===== src/rtl/sar_search.sv =====
// sar_search: successive-approximation search that drives comparator B
// and recovers the unknown A operand from the eq/gt/lt flags.
module sar_search #(
   parameter int WIDTH = 4
) (
   input  logic             clk,
   input  logic             rst_n,
   input  logic             start,
   input  logic             cmp_eq,
   input  logic             cmp_gt,
   input  logic             cmp_lt,
   output logic [WIDTH-1:0] guess,
   output logic             busy,
   output logic             done,
   output logic [WIDTH-1:0] result,
   output logic             err
);

   typedef enum logic [1:0] {
      IDLE,
      TRY,
      DONE
   } state_t;

   localparam logic [WIDTH-1:0] MSB = WIDTH'(1) << (WIDTH - 1);

   state_t           state_q, state_d;
   logic [WIDTH-1:0] guess_q, guess_d;
   logic [WIDTH-1:0] bit_q, bit_d;
   logic [WIDTH-1:0] result_q, result_d;
   logic             err_q, err_d;
   logic             busy_q, busy_d;
   logic             done_q, done_d;

   // bit_q is a one-hot marker of the bit under trial; bit 0 set means idx==0
   logic [WIDTH-1:0] nxt_bit;
   logic             last;

   assign nxt_bit = bit_q >> 1;
   assign last    = bit_q[0];

   // state and datapath registers
   always_ff @(posedge clk or negedge rst_n) begin
      if (!rst_n) begin
         state_q  <= IDLE;
         guess_q  <= '0;
         bit_q    <= MSB;
         result_q <= '0;
         err_q    <= 1'b0;
         busy_q   <= 1'b0;
         done_q   <= 1'b0;
      end else begin
         state_q  <= state_d;
         guess_q  <= guess_d;
         bit_q    <= bit_d;
         result_q <= result_d;
         err_q    <= err_d;
         busy_q   <= busy_d;
         done_q   <= done_d;
      end
   end

   // next-state: one trial per TRY cycle, flags consumed combinationally
   always_comb begin
      state_d  = state_q;
      guess_d  = guess_q;
      bit_d    = bit_q;
      result_d = result_q;
      err_d    = err_q;
      unique case (state_q)
         IDLE: begin
            guess_d = '0;
            if (start) begin
               state_d = TRY;
               guess_d = MSB;
               bit_d   = MSB;
               err_d   = 1'b0;
            end
         end
         TRY: begin
            case ({cmp_eq, cmp_gt, cmp_lt})
               3'b100: begin
                  result_d = guess_q;
                  guess_d  = '0;
                  state_d  = DONE;
               end
               3'b010: begin
                  if (last) begin
                     err_d    = 1'b1;
                     result_d = guess_q;
                     guess_d  = '0;
                     state_d  = DONE;
                  end else begin
                     guess_d = guess_q | nxt_bit;
                     bit_d   = nxt_bit;
                  end
               end
               3'b001: begin
                  if (last) begin
                     result_d = guess_q & ~bit_q;
                     guess_d  = '0;
                     state_d  = DONE;
                  end else begin
                     guess_d = (guess_q & ~bit_q) | nxt_bit;
                     bit_d   = nxt_bit;
                  end
               end
               default: begin
                  err_d    = 1'b1;
                  result_d = guess_q;
                  guess_d  = '0;
                  state_d  = DONE;
               end
            endcase
         end
         DONE: begin
            guess_d = '0;
            state_d = IDLE;
         end
         default: begin
            guess_d = '0;
            state_d = IDLE;
         end
      endcase
   end

   // status flags are registered views of the next state
   always_comb begin
      busy_d = (state_d == TRY);
      done_d = (state_d == DONE);
   end

   assign guess  = guess_q;
   assign busy   = busy_q;
   assign done   = done_q;
   assign result = result_q;
   assign err    = err_q;

endmodule


===== config.mk =====
export PLATFORM = sky130hd
export DESIGN_NAME = sar_search
export DESIGN_NICKNAME = d
export VERILOG_FILES = /design/src/rtl/sar_search.sv
export SDC_FILE = /design/constraint.sdc
export NUM_CORES = 1
export LEC_CHECK = 0
export CAP_MARGIN = 20
export CORE_MARGIN = 4
export CORE_UTILIZATION = 47
export CTS_CLUSTER_SIZE = 14
export DETAILED_ROUTE_END_ITERATION = 8
export PLACE_DENSITY = 0.75
export SLEW_MARGIN = 5
export SYNTH_ARGS = -nofsm -noshare
export SYNTH_HDL_FRONTEND = slang
export SYNTH_SLANG_ARGS = --single-unit

===== constraint.sdc =====
create_clock -name clk -period 1.5 [get_ports clk]
set_clock_uncertainty 0.05 [all_clocks]
set_input_delay 0.15 -clock clk [delete_from_list [all_inputs] [get_ports clk]]
set_output_delay 0.15 -clock clk [all_outputs]
set_load 0.05 [all_outputs]

After elaboration in Yosys (flattened, before gate mapping)
Cells that the tools add are included.
- equal/unequal tests: 13
- muxes and demuxes: 20
- bitwise logic cells: 4
- reduce and logical (&&, ||, !) cells: 8
- operators with widths (cell ; number):
    $mux W4 ; 8
    $pmux W4 S2 ; 4
    $ne A2 B2 Y1 const B ; 6
    $or A4 B3 Y4 ; 2
    $reduce_and A4 Y1 ; 2
    $mux W2 ; 3
    $reduce_and A3 Y1 ; 2
    $and A4 B4 Y4 ; 1
    $eq A2 B1 Y1 const B ; 2
    $not A4 Y4 ; 1
    $pmux W1 S2 ; 2
    $pmux W2 S2 ; 1
    $reduce_or A2 Y1 ; 2
    $eq A3 B1 Y1 const B ; 1
    $eq A3 B2 Y1 const B ; 1
    $eq A3 B3 Y1 const B ; 1
    $ne A3 B3 Y1 const B ; 1
    $eq A2 B2 Y1 const B ; 1
    $logic_not A2 Y1 ; 1
    $mux W1 ; 2
    $reduce_bool A2 Y1 ; 1
- register bits: 17
- input port bits: 6
- output and inout bits: 11
- word-level logic and storage cells: 53

Longest topological paths before layout
- word-level depth: 6
- gate-level depth with buffers: 4
- mapped depth without buffers: 3

Worst setup path after synthesis
OpenSTA, ideal clock, no wires.
- path type: reg2reg
- start: register state_q[1]
- end: register err_q (netlist: err)
- library setup time: 137 ps
- arrival: 1122 ps
- required time: 1313 ps
- setup slack: 192 ps
- stages on the path, launching flop included: 5
- path buffers: 1
- period minus slack after synthesis: 1308 ps
- cell sequence: dfrtp_1 -> or3b_2 -> clkbuf_1 -> nand2_1 -> o31ai_1
- cells in the longest elaborated chain, start to end: 3
- elaborated cells on any way between the ends: 8
- those cells by class: eq/ne (4); mux (1); reduce/logical (3)
- ends and longest elaborated chain (what ; RTL line ; text):
    from (decl) ; 27 ; state_t state_q, state_d;
    from (signal assigned) ; 53 ; state_q <= state_d;
    $eq A2 B1 Y1 / $logic_not A2 Y1 (equally long branches) ; 70 ; unique case (state_q)
    $ne A3 B3 Y1 (no source line), or another cell as far along ; - ;
    $reduce_and A4 Y1 (no source line) ; - ;
    to (signal assigned) ; 57 ; err_q <= err_d;
    to (decl) ; 31 ; logic err_q, err_d;
Parallel ways exist; a longest one is shown, timed or not.
A chain may end at the register's enable or synchronous reset.

Final worst setup path
- start: register state_q[1]
- end: register result_q[2] (netlist: result[2])
- cells in the longest elaborated chain, start to end: 2
- ends and longest elaborated chain (what ; RTL line ; text):
    $eq A2 B1 Y1 ; 70 ;
    $reduce_and A3 Y1 (no source line) ; - ;
    to (signal assigned) ; 56 ; result_q <= result_d;
    to (decl) ; 30 ; logic [WIDTH-1:0] result_q, result_d;
Every way passes these cells.

==> summary.md <==
| Metric | Value |
|---|---|
| Fill cells | `123` |
| Initial Util | `0.498` |
| Placed cell count | `103` |
| Diode count | `0` |
| Sw Ratio | `0.401` |
| Leakage | `0.495 nW` |
| Worst-path clk slew | `0.09 ns` |
| Max-cap check violation count | `0` |
| Cell Rows | `14` |
| Hold Path Class | `input port to asynchronous set/reset pin` |
| Number of flops mapped to enable cells by yosys | `0` |
| Crit start category | `flip-flop` |
| Most common cell in the netlist | `dfrtp_1` |
| Syn-to-layout area delta | `31.4%` |
| Largest net degree at the start of global routing | `18` |
| GRT overflow | `0` |
| Flops & latches, synth | `17` |
| Comb power frac | `0.402` |
| Net Switching | `585 uW` |
| Netlist cell types | `23` |
| Main flop type after synthesis | `dfrtp_1` |
| Cell count after synthesis | `64` |
| CP arrival | `1.54 ns` |
| Status | `completed` |
| Synth top cells by count | `dfrtp_1 (16), nand2_1 (7), a21boi_0 (5)` |
| Cell accounting for the most synthesized area | `dfrtp_1` |
| Layout cells sized above 1 | `0.352` |
| Final period utilization | `0.944` |
| Crit path required time | `1.63 ns` |
| Hold Fails Final Rpt | `0` |
| Clock latency on the worst-skew pair | `0.29 ns` |
| Simple-gate share of the synthesized area | `0.147` |
| Xor/xnor share of the synthesized area | `0.0330` |
| Final core utilization | `0.654` |
| Vias in the first global route | `580` |
| Port bufs | `16` |
| Final worst slack | `0.0845 ns` |
| Cts bufs inserted | `3` |
| Post-CTS setup buffers | `0` |
| GRT Util Overall | `0.176` |
| Yosys warns | `0` |
| Hold_ws | `0.140 ns` |
| Dpl cell area | `967 um^2` |
| # nets final | `98` |
| Worst VDD drop | `1.01 mV` |
| R2R cell count | `3` |
| Die Width | `48.2 um` |
| Global-route wire length before repair | `2.72 mm` |
| Core area | `0.00152 mm^2` |
| WL/cell | `15.0 um` |
| Max Slew Vio Count | `0` |
| Final instance area | `996 um^2` |
| Total length of routed wires | `1.60 mm` |
| DRT iter0 DRCs | `6` |
| CTS root buf | `clkbuf_4` |
| Avg Cell Area, Syn | `11.8 um^2` |
| Die Y | `48.2 um` |
| Clock sinks | `17` |
| Setup TNS | `0 ns` |
| Critical Path Sink Type | `flip-flop` |
| Post-cts resize count | `0` |
| Rel. slew slack | `0.802` |
| Adder-Cell Fraction of Synth Area | `0` |
| Worst Max-Slew Pin Slew | `0.293 ns` |
| Async set-reset flop share out of synthesis | `1.00` |
| Worst Setup SP | `state_q[1]` |
| TritonRoute pass-1 iters | `2` |
| DRC viols | `0` |
| RSZ-0062 raised after global routing | `false` |
| Pre-CTS WS | `-0.193 ns` |
| Syn Nets | `70` |
| Highest clock rate | `0.706 GHz` |
| CTS tree | `done` |
| Final setup viols | `0` |
| Crit Path Class | `flip-flop to flip-flop` |
| Power Dens Cells | `1460 mW/mm^2` |
| Post-DRT Antenna Nets | `0` |
| CP Max Fanout | `5` |
| Gpl congestion | `0.812` |
| Initial antenna violation count | `0` |
| Share of the synthesized area in the top cell type | `0.528` |
| Register area share after synthesis | `0.563` |
| Pint | `873 uW` |
| Post-layout min period | `1.42 ns` |
| Clock Path Buffers | `2` |
| Largest family of logic cells by synthesized area | `simple AND/OR/NAND/NOR gates` |
| Detailed Place HPWL | `1.22 mm` |
| Vias | `558` |
| Total Power | `1.46 mW` |
| Synth top area cells | `dfrtp_1 (53%), mux2_4 (7.9%), a21boi_0 (5.0%), dfstp_2 (3.5%), nand2_1 (3.5%)` |
| Synth Area in Compound Gates | `0.127` |
| Power share of the sequential group | `0.435` |
| Worst reg2reg startpoint | `state_q[1]` |
| Hold-fix buffers, CTS | `0` |
| Die Area | `0.00232 mm^2` |
| Final Non-Filler Cells | `107` |
| Mux cell area share after synthesis | `0.106` |
| Clock Power Share | `0.163` |
| Vias/cell | `5.21` |
| Mapped cell area | `758 um^2` |
| H-tree levels | `1` |
| IO Count | `17` |
-- flip-flops by register name (all words and copies together) (netlist names) --
register,cells
bit_q,4
busy,1
done,1
err,1
guess,4
result,4
state_q,2
-- area by class of cell --
| cell class | count | area (um^2) | share of cell area |
|---|---|---|---|
| Sequential cell | 17 | 427 | 0.428 |
| Multi-Input combinational cell | 42 | 315 | 0.317 |
| Timing Repair Buffer | 24 | 193 | 0.193 |
| Clock buffer | 4 | 26.3 | 0.0264 |
| Tap cell | 16 | 20.0 | 0.0201 |
| Inverter | 4 | 15.0 | 0.0151 |
-- cell usage in the layout, fill, tap and decap left out, types with 3 or more instances in the layout --
cell	netlist	routed
a21boi_0	5	5
a21oi_1	4	4
buf_4	0	19
clkbuf_4	0	3
clkdlybuf4s50_1	0	5
dfrtp_1	16	16
inv_1	4	4
mux2_4	4	4
nand2_1	7	7
nor2_1	4	3
o21ai_0	3	3
-- worst paths after layout --
check	slack (ns)	to
min in group clk	0.46	err
hold reg to reg	0.46	err
max in group asynchronous	1.01	bit_q[3]
setup reg to reg	0.08	result[2]
setup / recovery	0.08	result[2]
hold / removal	0.14	result[3]
-- routing by layer --
layer,share of wire,up-vias,wire length (um),GRT usage
li1,-,275,-,-
met3,0.056,2,90,0.0775
met1,0.46,266,729,0.224
met5,0,-,0,0
met4,0.012,0,19,0.0484
met2,0.48,15,761,0.273
-- critical path, cell delays in order, from the launching register on --
cell and delay [ns]:
dfrtp_1 0.43, nand2b_1 0.23, a21oi_4 0.26, mux2_4 0.33
-- cell families (layout without fill, tap and decap cells) --
kind of cell	Yosys count	in the layout
flip-flops	17	17
AO/OA/AOI/OAI	14	14
buffers and inverters	5	32
multiplexers	6	6
AND/OR/NAND/NOR	20	20
XOR/XNOR	2	2
-- power by group through the flow --
| stage | clock network (mW) | registers [mW] | logic [mW] |
|---|---|---|---|
| floorplan | 0 | 0.835 | 0.195 |
| global placement | 0 | 0.638 | 0.575 |
| detailed placement | 0 | 0.642 | 0.590 |
| CTS | 0.249 | 0.635 | 0.593 |
| global route | 0.271 | 0.650 | 0.632 |
| finish | 0.237 | 0.634 | 0.587 |
(Power assumes the default switching activity.)
